--- src/rtl/branch_pkg.sv ---
// Shared types and default sizing for the branch resolver.
package branch_pkg;

  typedef enum logic [1:0] {
    IDLE = 2'd0,
    REQ  = 2'd1,
    CAPT = 2'd2,
    RES  = 2'd3
  } resolver_state_t;

  localparam int BR_DEPTH = 4;
  localparam int BR_CNT_W = 16;

endpackage

--- src/rtl/branch_resolver_if.sv ---
// Pipeline and predictor handshake bundle for the branch resolver.
interface branch_resolver_if;

  logic fetch_valid;
  logic fetch_ready;
  logic pred_out_valid;
  logic pred_out;
  logic resolve_valid;
  logic resolve_taken;
  logic resolve_ready;
  logic mispredict_valid;
  logic mispredict;
  logic request;
  logic result;
  logic taken;
  logic prediction;

  // slave is the resolver itself; master is the pipeline/predictor side
  modport slave (
    input  fetch_valid, resolve_valid, resolve_taken, prediction,
    output fetch_ready, pred_out_valid, pred_out, resolve_ready,
           mispredict_valid, mispredict, request, result, taken
  );

  modport master (
    output fetch_valid, resolve_valid, resolve_taken, prediction,
    input  fetch_ready, pred_out_valid, pred_out, resolve_ready,
           mispredict_valid, mispredict, request, result, taken
  );

endinterface

--- src/rtl/pred_fifo.sv ---
// In-order queue of 1-bit predictions for in-flight branches.
module pred_fifo #(
  parameter  int DEPTH = 4,
  localparam int CW    = $clog2(DEPTH + 1),
  localparam int PW    = (DEPTH > 1) ? $clog2(DEPTH) : 1
) (
  input  logic          clk,
  input  logic          rst,
  input  logic          push,
  input  logic          din,
  input  logic          pop,
  output logic          head,
  output logic [CW-1:0] count
);

  logic [DEPTH-1:0] mem;
  logic [PW-1:0]    wr_ptr;
  logic [PW-1:0]    rd_ptr;
  logic             do_push;
  logic             do_pop;

  assign do_push = push && (count != CW'(DEPTH));
  assign do_pop  = pop && (count != '0);
  assign head    = mem[rd_ptr];

  function automatic logic [PW-1:0] ptr_inc(input logic [PW-1:0] p);
    return (p == PW'(DEPTH - 1)) ? '0 : p + 1'b1;
  endfunction

  always_ff @(posedge clk or posedge rst) begin
    if (rst) begin
      mem    <= '0;
      wr_ptr <= '0;
      rd_ptr <= '0;
      count  <= '0;
    end else begin
      if (do_push) begin
        mem[wr_ptr] <= din;
        wr_ptr      <= ptr_inc(wr_ptr);
      end
      if (do_pop)
        rd_ptr <= ptr_inc(rd_ptr);
      if (do_push && !do_pop)
        count <= count + 1'b1;
      else if (do_pop && !do_push)
        count <= count - 1'b1;
    end
  end

endmodule

--- src/rtl/branch_resolver.sv ---
// Issues predictor requests for fetched branches, queues the predictions and
// reports mispredicts as branches resolve in order.
module branch_resolver
  import branch_pkg::*;
#(
  parameter  int DEPTH = BR_DEPTH,
  parameter  int CNT_W = BR_CNT_W,
  localparam int IW    = $clog2(DEPTH + 1)
) (
  input  logic              clk,
  input  logic              rst,
  branch_resolver_if.slave  bus,
  output logic [IW-1:0]     inflight,
  output logic [CNT_W-1:0]  branch_count,
  output logic [CNT_W-1:0]  mispredict_count
);

  resolver_state_t state;
  resolver_state_t state_nxt;
  logic            not_empty;
  logic            fetch_go;
  logic            resolve_go;
  logic            head;

  assign not_empty  = (inflight != '0);
  // resolve wins a tie: it is older and frees a slot
  assign bus.resolve_ready = (state == IDLE) && not_empty;
  assign bus.fetch_ready   = (state == IDLE) && (inflight < IW'(DEPTH)) &&
                             !(bus.resolve_valid && not_empty);
  assign resolve_go = bus.resolve_valid && bus.resolve_ready;
  assign fetch_go   = bus.fetch_valid && bus.fetch_ready;

  assign bus.pred_out_valid   = (state == CAPT);
  assign bus.pred_out         = bus.prediction;
  assign bus.mispredict_valid = (state == RES);
  assign bus.mispredict       = head ^ bus.taken;

  always_comb begin
    state_nxt = state;
    case (state)
      IDLE:    if (resolve_go) state_nxt = RES;
               else if (fetch_go) state_nxt = REQ;
      REQ:     state_nxt = CAPT;
      CAPT:    state_nxt = IDLE;
      RES:     state_nxt = IDLE;
      default: state_nxt = IDLE;
    endcase
  end

  function automatic logic [CNT_W-1:0] sat_inc(input logic [CNT_W-1:0] c);
    return (c == '1) ? c : c + 1'b1;
  endfunction

  // request/result decode the next state, so they are registered and exclusive
  always_ff @(posedge clk or posedge rst) begin
    if (rst) begin
      state            <= IDLE;
      bus.request      <= 1'b0;
      bus.result       <= 1'b0;
      bus.taken        <= 1'b0;
      branch_count     <= '0;
      mispredict_count <= '0;
    end else begin
      state       <= state_nxt;
      bus.request <= (state_nxt == REQ);
      bus.result  <= (state_nxt == RES);
      if (resolve_go)
        bus.taken <= bus.resolve_taken;
      if (state == RES) begin
        branch_count <= sat_inc(branch_count);
        if (bus.mispredict)
          mispredict_count <= sat_inc(mispredict_count);
      end
    end
  end

  pred_fifo #(.DEPTH(DEPTH)) u_fifo (
    .clk   (clk),
    .rst   (rst),
    .push  (state == CAPT),
    .din   (bus.prediction),
    .pop   (state == RES),
    .head  (head),
    .count (inflight)
  );

endmodule

--- src/flat_wrapper.sv ---
// flat-port wrapper written by rule: the top's interface ports become plain ports
module branch_resolver_flat import branch_pkg::*;
#(
  parameter  int DEPTH = BR_DEPTH,
  parameter  int CNT_W = BR_CNT_W,
  localparam int IW    = $clog2(DEPTH + 1)
)
  (clk, rst, inflight, branch_count, mispredict_count, bus_fetch_valid, bus_resolve_valid, bus_resolve_taken, bus_prediction, bus_fetch_ready, bus_pred_out_valid, bus_pred_out, bus_resolve_ready, bus_mispredict_valid, bus_mispredict, bus_request, bus_result, bus_taken);
  branch_resolver_if bus_i ();
  input  logic clk;
  input  logic rst;
  output logic [IW-1:0] inflight;
  output logic [CNT_W-1:0] branch_count;
  output logic [CNT_W-1:0] mispredict_count;
  input wire logic [$bits(bus_i.fetch_valid)-1:0] bus_fetch_valid;
  input wire logic [$bits(bus_i.resolve_valid)-1:0] bus_resolve_valid;
  input wire logic [$bits(bus_i.resolve_taken)-1:0] bus_resolve_taken;
  input wire logic [$bits(bus_i.prediction)-1:0] bus_prediction;
  output wire logic [$bits(bus_i.fetch_ready)-1:0] bus_fetch_ready;
  output wire logic [$bits(bus_i.pred_out_valid)-1:0] bus_pred_out_valid;
  output wire logic [$bits(bus_i.pred_out)-1:0] bus_pred_out;
  output wire logic [$bits(bus_i.resolve_ready)-1:0] bus_resolve_ready;
  output wire logic [$bits(bus_i.mispredict_valid)-1:0] bus_mispredict_valid;
  output wire logic [$bits(bus_i.mispredict)-1:0] bus_mispredict;
  output wire logic [$bits(bus_i.request)-1:0] bus_request;
  output wire logic [$bits(bus_i.result)-1:0] bus_result;
  output wire logic [$bits(bus_i.taken)-1:0] bus_taken;
  assign bus_i.fetch_valid = bus_fetch_valid;
  assign bus_i.resolve_valid = bus_resolve_valid;
  assign bus_i.resolve_taken = bus_resolve_taken;
  assign bus_i.prediction = bus_prediction;
  assign bus_fetch_ready = bus_i.fetch_ready;
  assign bus_pred_out_valid = bus_i.pred_out_valid;
  assign bus_pred_out = bus_i.pred_out;
  assign bus_resolve_ready = bus_i.resolve_ready;
  assign bus_mispredict_valid = bus_i.mispredict_valid;
  assign bus_mispredict = bus_i.mispredict;
  assign bus_request = bus_i.request;
  assign bus_result = bus_i.result;
  assign bus_taken = bus_i.taken;
  branch_resolver #(.DEPTH(DEPTH), .CNT_W(CNT_W)) u_core (.clk(clk), .rst(rst), .bus(bus_i), .inflight(inflight), .branch_count(branch_count), .mispredict_count(mispredict_count));
endmodule
--- config.mk ---
export PLATFORM = sky130hd
export DESIGN_NAME = branch_resolver_flat
export DESIGN_NICKNAME = d
export VERILOG_FILES = /design/src/rtl/branch_pkg.sv /design/src/rtl/branch_resolver_if.sv /design/src/rtl/pred_fifo.sv /design/src/rtl/branch_resolver.sv /design/src/flat_wrapper.sv
export SDC_FILE = /design/constraint.sdc
export NUM_CORES = 1
export LEC_CHECK = 0
export BUFFER_PORTS_ARGS = -buffer_cell sky130_fd_sc_hd__clkbuf_2
export CELL_PAD_IN_SITES_DETAIL_PLACEMENT = 1
export CELL_PAD_IN_SITES_GLOBAL_PLACEMENT = 2
export CORE_ASPECT_RATIO = 0.75
export CORE_MARGIN = 2
export CORE_UTILIZATION = 37
export DETAILED_ROUTE_END_ITERATION = 8
export PLACE_DENSITY_LB_ADDON = 0.1
export SYNTH_ARGS = -nofsm -noshare
export SYNTH_HDL_FRONTEND = slang
export SYNTH_SLANG_ARGS = --single-unit
--- constraint.sdc ---
create_clock -name clk -period 2.89 [get_ports clk]
set_input_delay 0.4335 -clock clk [delete_from_list [all_inputs] [get_ports clk]]
set_output_delay 0.4335 -clock clk [all_outputs]
set_load 0.02 [all_outputs]
---- Yosys cells after proc, flatten, opt, wreduce, memory -nomap -nowiden ----
Index checks and enable logic that the tools add are counted.
word-level totals
  flip-flop bits (word level) ............. 48
  latch bits .............................. 0
  RAM bits ................................ 0
  ROM bits ................................ 0
  input bits .............................. 6
  output and inout bits ................... 44
  memories ................................ 0
operators by class
  add/subtract/negate cells ............... 6
  multipliers ............................. 0
  div/mod/pow operators ................... 0
  order comparisons ....................... 4
  equality and inequality tests ........... 10
  shifts and indexed selects .............. 0
  mux-type cells .......................... 12
  bitwise logic cells ..................... 3
  reduce and logical (&&, ||, !) cells .... 20
operators with widths
  operator                 number
  $add A16 B1 Y16 const B  2
  $eq A16 B16 Y1 const B   2
  $logic_and A1 B1 Y1      11
  $eq A2 B2 Y1 const B     5
  $mux W2                  4
  $lt A2 B3 Y1 const B     2
  $mux W3                  2
  $pmux W2 S3              1
  $add A2 B1 Y2 const B    2
  $bwmux W4                1
  $eq A2 B1 Y1 const B     2
  $add A3 B1 Y3 const B    1
  $logic_not A1 Y1         3
  $lt A3 B3 Y1 const B     1
  $ne A3 B3 Y1 const B     1
  $reduce_and A3 Y1        1
  $reduce_bool A3 Y1       1
  $sub A3 B1 Y3 const B    1
  $bmux W1 S2              1
  $demux W1 S2             1
  $ge A2 B1 Y1 const B     1
  $logic_not A2 Y1         1
  $mux W1                  2
  $not A1 Y1               2
  other kinds (4)          4

---- Depth between registers and ports, before layout ----
  word-level depth ........................ 9
  depth in mapped cells ................... 9
  depth with buffers taken out ............ 8

---- By module ----
A second synthesis with hierarchy kept.
unflattened totals
  cell total of the unflattened synthesis .. 222
  area, all modules ....................... 2,416.1 um^2
modules (own cells, without submodules)
  module           instances  cells an instance  area an instance (um^2)  seq. area each (um^2)
  branch_resolver  1          168                1,786.7                  925.9
  pred_fifo        1          54                 629.4                    275.3

---- Least setup slack after synthesis ----
OpenSTA, ideal clock, no wires.
  kind .................................... register -> register
  start point ............................. register u_core.state[1]
  end point ............................... register u_core.u_fifo.count[2]
  setup time .............................. 0.080 ns
  arrival ................................. 2.241 ns
  path slack .............................. 0.569 ns
  cell stages (with the launch flop) ...... 10
  buffers on the path ..................... 1
  clock period less this slack ............ 2.321 ns
  cells stage by stage .................... dfrtp_1 nor2b_1 o31a_1 clkbuf_1 ha_1 inv_1 fa_1 xor2_1 nor2_1 xor2_1
between the ends
  longest elaborated chain between the ends .. 5
  elaborated cells between the ends (all ways) .. 10
  those cells by class .................... eq/ne: 2; mux: 1; reduce/logical: 7
RTL lines
  item                                 RTL line               RTL
  start, declared                      branch_resolver.sv:18  resolver_state_t state;
  start signal, assigned               branch_resolver.sv:64  state <= state_nxt;
  $eq A2 B2 Y1 (*)                     --
  via bus_pred_out_valid               flat_wrapper.sv:20     output wire logic [$bits(bus_i.pred_out_valid)-1:0] bus_pred_out_valid;
  $logic_and A1 B1 Y1 (*)              pred_fifo.sv:22        assign do_push = push && (count != CW'(DEPTH));
  via u_core.u_fifo.do_push            pred_fifo.sv:19        logic do_push;
  $logic_not A1 Y1                     pred_fifo.sv:45        else if (do_pop && !do_push)
  $logic_and A1 B1 Y1                  pred_fifo.sv:45
  $reduce_bool A2 Y1 (no source line)  --
  end signal, assigned                 pred_fifo.sv:44        count <= count + 1'b1;
  end signal, assigned                 pred_fifo.sv:46        count <= count - 1'b1;
  end, declared                        pred_fifo.sv:13        output logic [CW-1:0] count
The timed path passes the listed nets; every way through them passes the cells marked *.
A chain may end at the register's enable or synchronous reset.

---- Worst setup path after layout ----
  start point ............................. register u_core.u_fifo.count[0]
  end point ............................... output bus_fetch_ready
between the ends
  longest elaborated chain between the ends .. 4
  elaborated cells between the ends (all ways) .. 6
  those cells by class .................... order compare: 1; reduce/logical: 5
RTL lines
  item                                                  RTL line               RTL
  branches (longest 3 deep; another with $lt A3 B3 Y1)  --
  $logic_and A1 B1 Y1 (*)                               branch_resolver.sv:28  assign bus.fetch_ready = (state == IDLE) && (inflight < IW'(DEPTH)) &&
  end, declared                                         flat_wrapper.sv:19     output wire logic [$bits(bus_i.fetch_ready)-1:0] bus_fetch_ready;
Every way passes the cells marked *.

==> qor.txt <==
RSZ-0062 raised after global routing -> no
ant diodes -> 0
post-cts resize count -> 0
CTS max path bufs -> 2
max-slew violations -> 0
CTS root buf -> clkbuf_8
hold_buf cts -> 0
Die Y -> 71.9 um
slew of the pin with the lowest slew margin -> 619 ps
fin nets -> 268
CTS H-Tree Depth -> 2
cell breakdown of the critical path -> or3_1 -> and2_1 -> nor4_1 -> clkbuf_2
min-delay worst type -> in -> async
All-Layer GR Usage -> 15.5%
M3 GR Usage -> 3.74%
core area -> 0.00589 mm^2
detailed placement HPWL -> 3600 um
CP max stage delay -> 450 ps
initial drt markers -> 71
Rows -> 24
Final ANT Viol Nets -> 0
first-pass iteration count of the detailed router -> 3
initial core utilization -> 38.7%
Worst EP required -> 2460 ps
post-synthesis cell count -> 199
routing usage on met2 -> 21.7%
XOR/XNOR share of the synthesized area -> 13.0%
CTS Sinks -> 48
post-synthesis register bit count -> 48
Final WS setup -> 584 ps
first-pass GRT wire length -> 8120 um
ys async rst share -> 100%
vias in the first global route -> 1629
Worst-Skew Late Latency -> 290 ps
cell with the most instances after synthesis -> dfrtp_1
Synth Area in Compound Gates -> 2.91%
max cap viols -> 0
final setup fails -> 0
fmax -> 0.434 GHz
via count -> 1601
crit end category -> output port
post-synth top area share -> 52.8%
Worst IR Drop VDD -> 525 uV
period utilization -> 79.8%
die area -> 0.00680 mm^2
Vias/cell -> 4.87
met1 Track Usage GR -> 23.5%
Post-CTS Setup Bufs -> 0
multiplexer share of the synthesized area -> 5.44%
critical path peak fanout -> 5
Remaining DRCs -> 0
Final Util -> 45.5%
GRT overflow -> 0
Synthesis Warnings -> 0
Post-Syn Nets -> 214
TNS Setup -> 0 ps
Ports -> 50
Place WS -> 719 ps
Post-synth EDFFs -> 0
Fin. Hold Viols -> 0
slowest CP cell -> dfrtp_1
delay-heaviest family, CP -> simple AND/OR/NAND/NOR gates
Yosys top cell by area -> dfrtp_1
Syn Area/Cell -> 11.4 um^2
status -> finished clean
Area growth, synth to finish -> 17.7%
largest net degree at the start of global routing -> 49
main combinational cell family by area after synthesis -> simple AND/OR/NAND/NOR gates
CP Launch Type -> flip-flop
layout cells sized above 1 -> 28.3%
final clock skew -> 3.77 ps
Synth area leaders -> dfrtp_1 (53%), xnor2_1 (7.3%), xor2_1 (5.0%)
antenna violations before repair -> 0
Clock Pin Slew Worst Setup and Hold Paths -> 80 ps
drt total wl -> 4770 um
crit path DAT -> 1870 ps
busiest layer in global routing -> met1
CTS Buf Count -> 5
CP Buf/Inv Count -> 1
pwr dens -> 867 mW/mm^2
final worst path period need -> 2310 ps
CTS tree -> built
count of different cell masters after synthesis -> 37
Die W -> 94.6 um
Setup CP Type -> reg -> out
PortBufs -> 49
post-synthesis sequential area ratio -> 52.8%
area of the mapped netlist -> 0.00228 mm^2
RePlAce Congestion -> 0.795
wire per inst -> 14.5 um
top post-synthesis cells by count -> dfrtp_1 (48), nand2_1 (20), xnor2_1 (19), xor2_1 (13)
leakage -> 1.32 nW
adder-cell share of the synthesized area -> 5.28%
Synth Area in Simple Gates -> 18.7%
most common flop cell mapped by yosys -> dfrtp_1
Slew headroom -> 58.7%
-- layer usage --
metal | routed length (um) | share of wire (%)
met5 | 0 | 0
met4 | 67 | 1.4
met3 | 199 | 4.2
met2 | 1910 | 40
met1 | 2600 | 54
-- sequential cells by signal, summed over array words and instances, names as in the netlist --
signal                   flops
u_core.branch_count         16
u_core.mispredict_count     16
u_core.bus.taken             1
u_core.bus.request           1
u_core.u_fifo.mem            4
u_core.u_fifo.wr_ptr         2
u_core.u_fifo.count          3
u_core.state                 2
u_core.u_fifo.rd_ptr         2
u_core.bus.result            1
-- where the power goes --
part | switching [mW] | internal [mW] | total [mW]
clock | 0.209 | 0.157 | 0.366
combinational | 0.551 | 0.390 | 0.941
sequential | 0.179 | 0.837 | 1.02
-- per-stage QoR --
stage	hold WS [ps]	instance area (um^2)	std cells	power, mW
final	275	2680	329	2.32
after global placement	479	2610	324	1.97
after floorplan	474	2280	199	1.69
after global routing	319	2680	329	2.52
after detailed placement	485	2610	324	1.99
after CTS	297	2680	329	2.36
-- worst min-delay path, stage by stage --
cell      delay, ps
clkbuf_2         90
inv_2            40
buf_4           490
-- cell usage in the layout, fill, tap and decap left out, drive strengths merged, types with 9 or more instances in the layout --
cell type / n
clkbuf: 54
dfrtp: 48
nand2: 20
and3: 9
xor2: 13
mux2: 9
nor2: 11
xnor2: 20
nand4: 9
nand3: 9
-- cells by family after synthesis --
kind of cell,count (synthesis)
compound gates,10
xor+xnor,33
fa+ha+maj,9
buf+inv,10
flops,48
mux,10
simple gates,79
-- cell type report --
cell class | instances | area, um^2
clock buffers | 5 | 68.8
flip-flops and latches | 48 | 1200
fillers | 672 | 3210
well taps | 78 | 97.6
multi-input cells | 141 | 1030
repair buffers | 50 | 253
inverters | 7 | 26.3
-- worst paths after layout --
path	slack, ps	end	startpoint	cells after the start
hold / removal	270	u_core.branch_count[9]	rst	3
setup reg to reg	690	u_core.u_fifo.count[2]	u_core.state[1]	8
setup / recovery	580	bus_fetch_ready	u_core.u_fifo.count[0]	4
hold reg to reg	490	u_core.branch_count[4]	u_core.branch_count[4]	1
max in group asynchronous	2200	u_core.u_fifo.wr_ptr[1]	rst	3
min in group clk	360	u_core.bus.request	bus_fetch_valid	2
Power figures use the tool's default switching activity.
